File: src/rtl/counter_table_drain.sv
// rtl/counter_table_drain.sv - eight-entry counter table with an in-order valid/ready drain engine
// Optional feature macro: COUNTER_TABLE_DRAIN_CLEAR_ON_READ_EN (each fetched entry is cleared as it is read)
module counter_table_drain #(
    parameter int DEPTH = 8,
    parameter int WIDTH = 32,
    parameter int AW    = 3
) (
    input  logic             clk,
    input  logic             reset,
    input  logic             io_inc_valid,
    input  logic [AW-1:0]    io_inc_addr,
    input  logic             io_drain_start,
    output logic             io_out_valid,
    input  logic             io_out_ready,
    output logic [AW-1:0]    io_out_addr,
    output logic [WIDTH-1:0] io_out_data,
    output logic             io_out_last,
    output logic             io_busy
);

    localparam logic [1:0] IDLE  = 2'd0;
    localparam logic [1:0] FETCH = 2'd1;
    localparam logic [1:0] SEND  = 2'd2;

    logic [WIDTH-1:0] mem_q [DEPTH];
    logic [WIDTH-1:0] mem_d [DEPTH];

    logic [1:0]       state_q, state_d;
    logic [AW-1:0]    ptr_q, ptr_d;
    logic [WIDTH-1:0] data_q, data_d;
    logic [AW-1:0]    addr_q, addr_d;
    logic             last_q, last_d;

    // Next table contents: optional clear of the entry being fetched, then the increment on top
    always_comb begin
        for (int i = 0; i < DEPTH; i++) begin
            mem_d[i] = mem_q[i];
`ifdef COUNTER_TABLE_DRAIN_CLEAR_ON_READ_EN
            if (state_q == FETCH && ptr_q == AW'(i)) begin
                mem_d[i] = '0;
            end
`endif
            // Addresses beyond DEPTH never match any entry, so they fall through as no-ops
            if (io_inc_valid && io_inc_addr == AW'(i)) begin
                mem_d[i] = mem_d[i] + WIDTH'(1);
            end
        end
    end

    // Counter storage; reset clears every entry
    always_ff @(posedge clk) begin
        if (reset) begin
            for (int i = 0; i < DEPTH; i++) begin
                mem_q[i] <= '0;
            end
        end else begin
            for (int i = 0; i < DEPTH; i++) begin
                mem_q[i] <= mem_d[i];
            end
        end
    end

    // Drain FSM: IDLE waits for start, FETCH snapshots one entry, SEND holds it until accepted
    always_comb begin
        state_d = state_q;
        ptr_d   = ptr_q;
        data_d  = data_q;
        addr_d  = addr_q;
        last_d  = last_q;
        case (state_q)
            IDLE: begin
                if (io_drain_start) begin
                    state_d = FETCH;
                    ptr_d   = '0;
                end
            end
            FETCH: begin
                // mem_q is the pre-increment value, so a same-cycle increment is not seen here
                data_d  = mem_q[ptr_q];
                addr_d  = ptr_q;
                last_d  = (ptr_q == AW'(DEPTH - 1));
                state_d = SEND;
            end
            SEND: begin
                if (io_out_ready) begin
                    if (last_q) begin
                        state_d = IDLE;
                    end else begin
                        ptr_d   = ptr_q + AW'(1);
                        state_d = FETCH;
                    end
                end
            end
            default: begin
                state_d = IDLE;
            end
        endcase
    end

    // FSM and output word registers; the word only changes in FETCH, so it is stable while stalled
    always_ff @(posedge clk) begin
        if (reset) begin
            state_q <= IDLE;
            ptr_q   <= '0;
            data_q  <= '0;
            addr_q  <= '0;
            last_q  <= 1'b0;
        end else begin
            state_q <= state_d;
            ptr_q   <= ptr_d;
            data_q  <= data_d;
            addr_q  <= addr_d;
            last_q  <= last_d;
        end
    end

    // Outputs are decoded only from registers; io_out_ready never reaches an output combinationally
    assign io_out_valid = (state_q == SEND);
    assign io_busy      = (state_q != IDLE);
    assign io_out_addr  = addr_q;
    assign io_out_data  = data_q;
    assign io_out_last  = last_q;

endmodule

File: config.mk
export PLATFORM = sky130hd
export DESIGN_NAME = counter_table_drain
export DESIGN_NICKNAME = d
export VERILOG_FILES = /design/src/rtl/counter_table_drain.sv
export SDC_FILE = /design/constraint.sdc
export NUM_CORES = 1
export LEC_CHECK = 0
export CORE_MARGIN = 2
export CORE_UTILIZATION = 30
export CTS_CLUSTER_DIAMETER = 30
export CTS_CLUSTER_SIZE = 40
export DETAILED_ROUTE_END_ITERATION = 16
export SLEW_MARGIN = 20
export SYNTH_ARGS = -nofsm -noshare
export SYNTH_HDL_FRONTEND = slang
export SYNTH_SLANG_ARGS = --single-unit
File: constraint.sdc
create_clock -name clk -period 2.05 [get_ports clk]
set_input_delay 0.41 -clock clk [delete_from_list [all_inputs] [get_ports clk]]
set_output_delay 0.41 -clock clk [all_outputs]
set_load 0.02 [all_outputs]
; ---- Word-level counts from Yosys, hierarchy flattened
; Memories as Yosys holds them, arrays and structs flattened. A register that Yosys moved wholly into a read port is not among the register bits.
; Index checks and enable logic that the tools add are counted.
[op_classes]
add_sub_neg = 9
n_mul = 0
n_div = 0
magnitude_cmp = 0
eq_ne = 13
shift = 0
n_mux = 27
bitwise_logic = 8
n_reduce_logical = 14
[ops]
columns = operator, n
row1 = $mux 32, 16
row2 = $add 32x1->32 const B, 8
row3 = $eq 3x3->1 const B, 5
row4 = $mux 3, 3
row5 = $logic_and 1x1->1, 8
row6 = $or 1x1->1, 8
row7 = $eq 3x2->1 const B, 2
row8 = $pmux 2 s3, 1
row9 = $pmux 3 s2, 1
row10 = $mux 1, 4
row11 = $mux 2, 2
row12 = $ne 2x2->1 const B, 2
row13 = $reduce_and 4->1, 1
row14 = $reduce_bool 2->1, 2
row15 = $add 3x1->3 const B, 1
row16 = $eq 3x1->1 const B, 1
row17 = $logic_not 3->1, 1
row18 = $eq 2x1->1 const B, 1
row19 = $eq 2x2->1 const B, 1
row20 = $logic_not 2->1, 1
row21 = $ne 2x1->1 const B, 1
row22 = $reduce_and 2->1, 1
[totals]
regBits = 9
latch_bits = 0
ramBits = 256
romBits = 0
in_bits = 8
output_inout_bits = 38
wordCells = 76
mem_count = 1
[memory_table]
columns = name, depth, width, read_ports, rd_clocked_by_memory_dff, write_ports, line_no
row1 = mem_q, 8, 32, 9, 1, 8, 25  ; logic [WIDTH-1:0] mem_q [DEPTH];

; ---- Depth between registers and ports, before layout
; Gate-level depths: netlist of the first run.
[logic_depth]
ltp_word = 4
depth_mapped = 8
ltp_nobuf = 6

; ---- Least setup slack after synthesis of the first run
; OpenSTA, ideal clock, no wires.
[synth_timing]
kind = input port to flip-flop
start = input io_inc_addr[2]
end = memory mem_q[5][26]
setup_ns = 0.121
arrival_ns = 2.098
t_required_ns = 1.929
setup_slack_ns = -0.169
path_stages = 6
n_path_buf = 2
cell_sequence = buf_4 nand4b_2 or4_1 buf_2 nor4b_1 mux2_2
[synth_rtl]
columns = element, line_no
row1 = from (decl), 11  ; input logic [AW-1:0] io_inc_addr,
row2 = to (decl), 25

==> run summary, run 1 <==
first-pass GRT wire length = 78810 um
root buffer cell = clkbuf_16
largest net degree at the start of global routing = 70
status = completed
Netlist cell types = 51
fin crit share = 0.9885
largest buffer count on any clock path = 3
CTS hold repair buffers = 0
maximum clock frequency = 493.5 MHz
RSZ-0062 raised after global routing = true
hold path cells = 2
via count = 15240
Clock Skews = 0.02165 ns
initial DRC count = 1340
Net Count, Synth = 1775
FF-to-FF path depth = 5
DRT Pass-1 Iters = 6
CP Launch Type = register
vias per inst = 5.628
share of post-route cells with drive strength above 1 = 0.2485
Mapped Cells = 1757
sequential cell area fraction in the yosys report = 0.3762
commonest cells after routing, fill and taps aside = 278 x dfxtp_1, 198 x buf_4, 162 x a21oi_1
CP startpoint = mem_q[4][10]
H-tree Lvls = 3
Post-route DRC = 0
I/O pins = 46
DR WL/cell = 18.42 um
reg2reg end = mem_q[4][31]
nets = 1983
final setup TNS = 0 ns
Final min period = 2.027 ns
row cnt = 84
worst r2r src = mem_q[4][10]
worst-margin pin slew = 0.5128 ns
Crit Path Max Fanout = 12
ANT nets after route = 0
core box area = 52340 um^2
flops & latches, synth = 297
Slew Limit Headroom = 0.6573
R2R setup slack = 0.02 ns
Slew Viols, Final = 0
All-Layer GR Usage = 0.1807
Worst Hold Launch = reset
Final GP Congestion = 0.8831
Setup crit end kind = register
Tot Pwr = 0.01893 W
Clk pin slew, worst setup/hold paths = 0.04 ns
routed wire length = 49890 um
TritonCTS clock tree = yes
post-synthesis cell area = 15810 um^2
setup violators final = 0
Die Y = 233.5 um
IR drop worst, VDD = 0.5303 mV
clock sinks = 297
Hold Path Class = primary input to register
commonest non-fill, non-tap cell in the layout = dfxtp_1
max cap viols = 0
die area = 54540 um^2
fillers = 5100
Starting Density = 0.3020
DIE WIDTH = 233.5 um
WP data required = 2.55 ns
HPWL Detailed = 34730 um
WS Path Type = register to register
vias in the first global route = 14220
diode count = 0
total CTS buffers = 73
port bufs = 45
GR Overflow Total = 0
synth warn = 0
LEAKAGE = 7.112 nW
Final Hold Viols = 0
Mean Syn Cell Area = 8.996 um^2
cell area power density = 885.1 nW/um^2
Area Growth Syn to Fin = 35.31%
Hold EP = mem_q[0][9]
worst-skew pair later-pin latency = 0.58 ns
initial antenna violation count = 1
WP data arrival = 2.53 ns
==> registers in the layout, indices dropped and copies added (netlist names) <==
signal	flops
io_out_data	32
io_out_addr	3
mem_q	256
io_out_last	1
state_q	2
ptr_q	3
==> per-layer routing <==
layer / global-route usage / share of wire
met3: 0.03369 / 0.067
met2: 0.2794 / 0.45
met5: 0 / 0
met1: 0.2507 / 0.46
met4: 0.06349 / 0.032
==> how the worst max path moves through the flow <==
| stage | end | slack [ns] | cells after the start |
|---|---|---|---|
| floorplan | mem_q[0][10] | -0.05 | 5 |
| global placement | mem_q[7][29] | -0.70 | 6 |
| detailed placement | mem_q[7][29] | -0.72 | 6 |
| CTS | mem_q[7][14] | -0.006 | 5 |
| global route | mem_q[5][30] | -0.05 | 5 |
| finish | mem_q[4][31] | 0.02 | 5 |
==> timing repair <==
| item | in CTS | in global routing |
|---|---|---|
| buffers inserted | 6 | 5 |
| gates cloned | 2 | 2 |
| endpoints found under the hold margin | 0 | 0 |
| gates resized for setup | 35 | 51 |
| pin swaps | 6 | 13 |
| endpoints found under the setup margin | 88 | 104 |
==> power by group <==
group	internal, W	switching, W
Combinational	0.000261	0.000372
Sequential	0.00586	0.0000511
Clock	0.00885	0.00354
Total	0.0150	0.00396
==> worst max-delay path, stage by stage, from the launching register on <==
cell     delay (ns)
dfxtp_1        0.33
nand4_1        0.21
or4_1          0.59
buf_6          0.17
or4_1          0.52
a21oi_1        0.13
==> final cells by class <==
type | instances | area, um^2 | share of cell area
Multi-Input combinational cell | 1298 | 9509 | 0.4446
Sequential cell | 297 | 5972 | 0.2792
Timing Repair Buffer | 264 | 2287 | 0.1069
Clock buffer | 100 | 2142 | 0.1002
Tap cell | 688 | 860.8 | 0.04025
Clock inverter | 30 | 500.5 | 0.02340
Inverter | 31 | 116.4 | 0.005441
==> synthesized netlist by cell type (all sizes together) <==
cell type | instances | area (um^2)
o31a | 2 | 17.52
and4b | 4 | 40.04
nand3b | 1 | 7.510
or4 | 124 | 942.2
and2 | 16 | 100.1
or3 | 45 | 281.5
a22oi | 1 | 7.510
nand4b | 5 | 65.06
nor2b | 28 | 175.2
inv | 31 | 116.4
and4 | 31 | 271.5
a21o | 1 | 7.510
nor3 | 15 | 75.07
xor2 | 35 | 306.5
mux2 | 26 | 292.8
nand3 | 73 | 365.4
nor4b | 3 | 41.29
buf | 34 | 162.7
ha | 10 | 125.1
o31ai | 113 | 848.3
or4b | 1 | 10.01
mux4 | 64 | 1441
nor2 | 134 | 503.0
nand2 | 103 | 386.6
clkbuf | 100 | 376.6
a21oi | 167 | 835.8
xnor2 | 28 | 245.2
nand4 | 81 | 506.7
and3b | 1 | 8.760
a211oi | 32 | 240.2
nand2b | 4 | 25.02
and3 | 28 | 175.2
o21ai | 44 | 220.2
and4bb | 2 | 25.02
nor4bb | 2 | 20.02
dfxtp | 297 | 5946
o21ba | 2 | 20.02
or3b | 1 | 8.760
mux2i | 36 | 360.4
nor4 | 28 | 175.2
nor3b | 2 | 15.01
or2 | 2 | 12.51
==> logic make-up (layout without fill, tap and decap cells) <==
logic type | count (synthesis) | in the layout | synth area share
AND/OR/NAND/NOR | 734 | 737 | 0.2680
AO/OA/AOI/OAI | 362 | 362 | 0.1390
flip-flops | 297 | 297 | 0.3762
buffers and inverters | 165 | 425 | 0.04148
multiplexers | 126 | 126 | 0.1325
XOR/XNOR | 63 | 63 | 0.03491
adder cells (fa/ha/maj) | 10 | 10 | 0.007916
==> metrics by stage <==
stage / setup slack [ns] / utilization / hold WS (ns) / instances / instance area, um^2
global route: -0.05251 / 0.4086 / 0.1890 / 2708 / 21390
floorplan: -0.04674 / - / 0.4487 / 1757 / 15880
finish: 0.02349 / 0.4086 / 0.1947 / 2708 / 21390
CTS: -0.006345 / 0.4041 / 0.1854 / 2701 / 21150
global placement: -0.6968 / 0.3503 / 0.4506 / 2563 / 18340
detailed placement: -0.7198 / 0.3503 / 0.4554 / 2563 / 18340
Power figures use the tool's default switching activity.
==> inputs of run 2 (changes only) <==
- CAP_MARGIN: default -> 20
==> results of run 2 <==
The final DEF is identical to that of run 1; final timing and power are the same.
==> inputs of run 3 (changes only) <==
- GPL_TIMING_DRIVEN: default -> 1
==> results of run 3 <==
The final DEF is identical to that of run 1; final timing and power are the same.
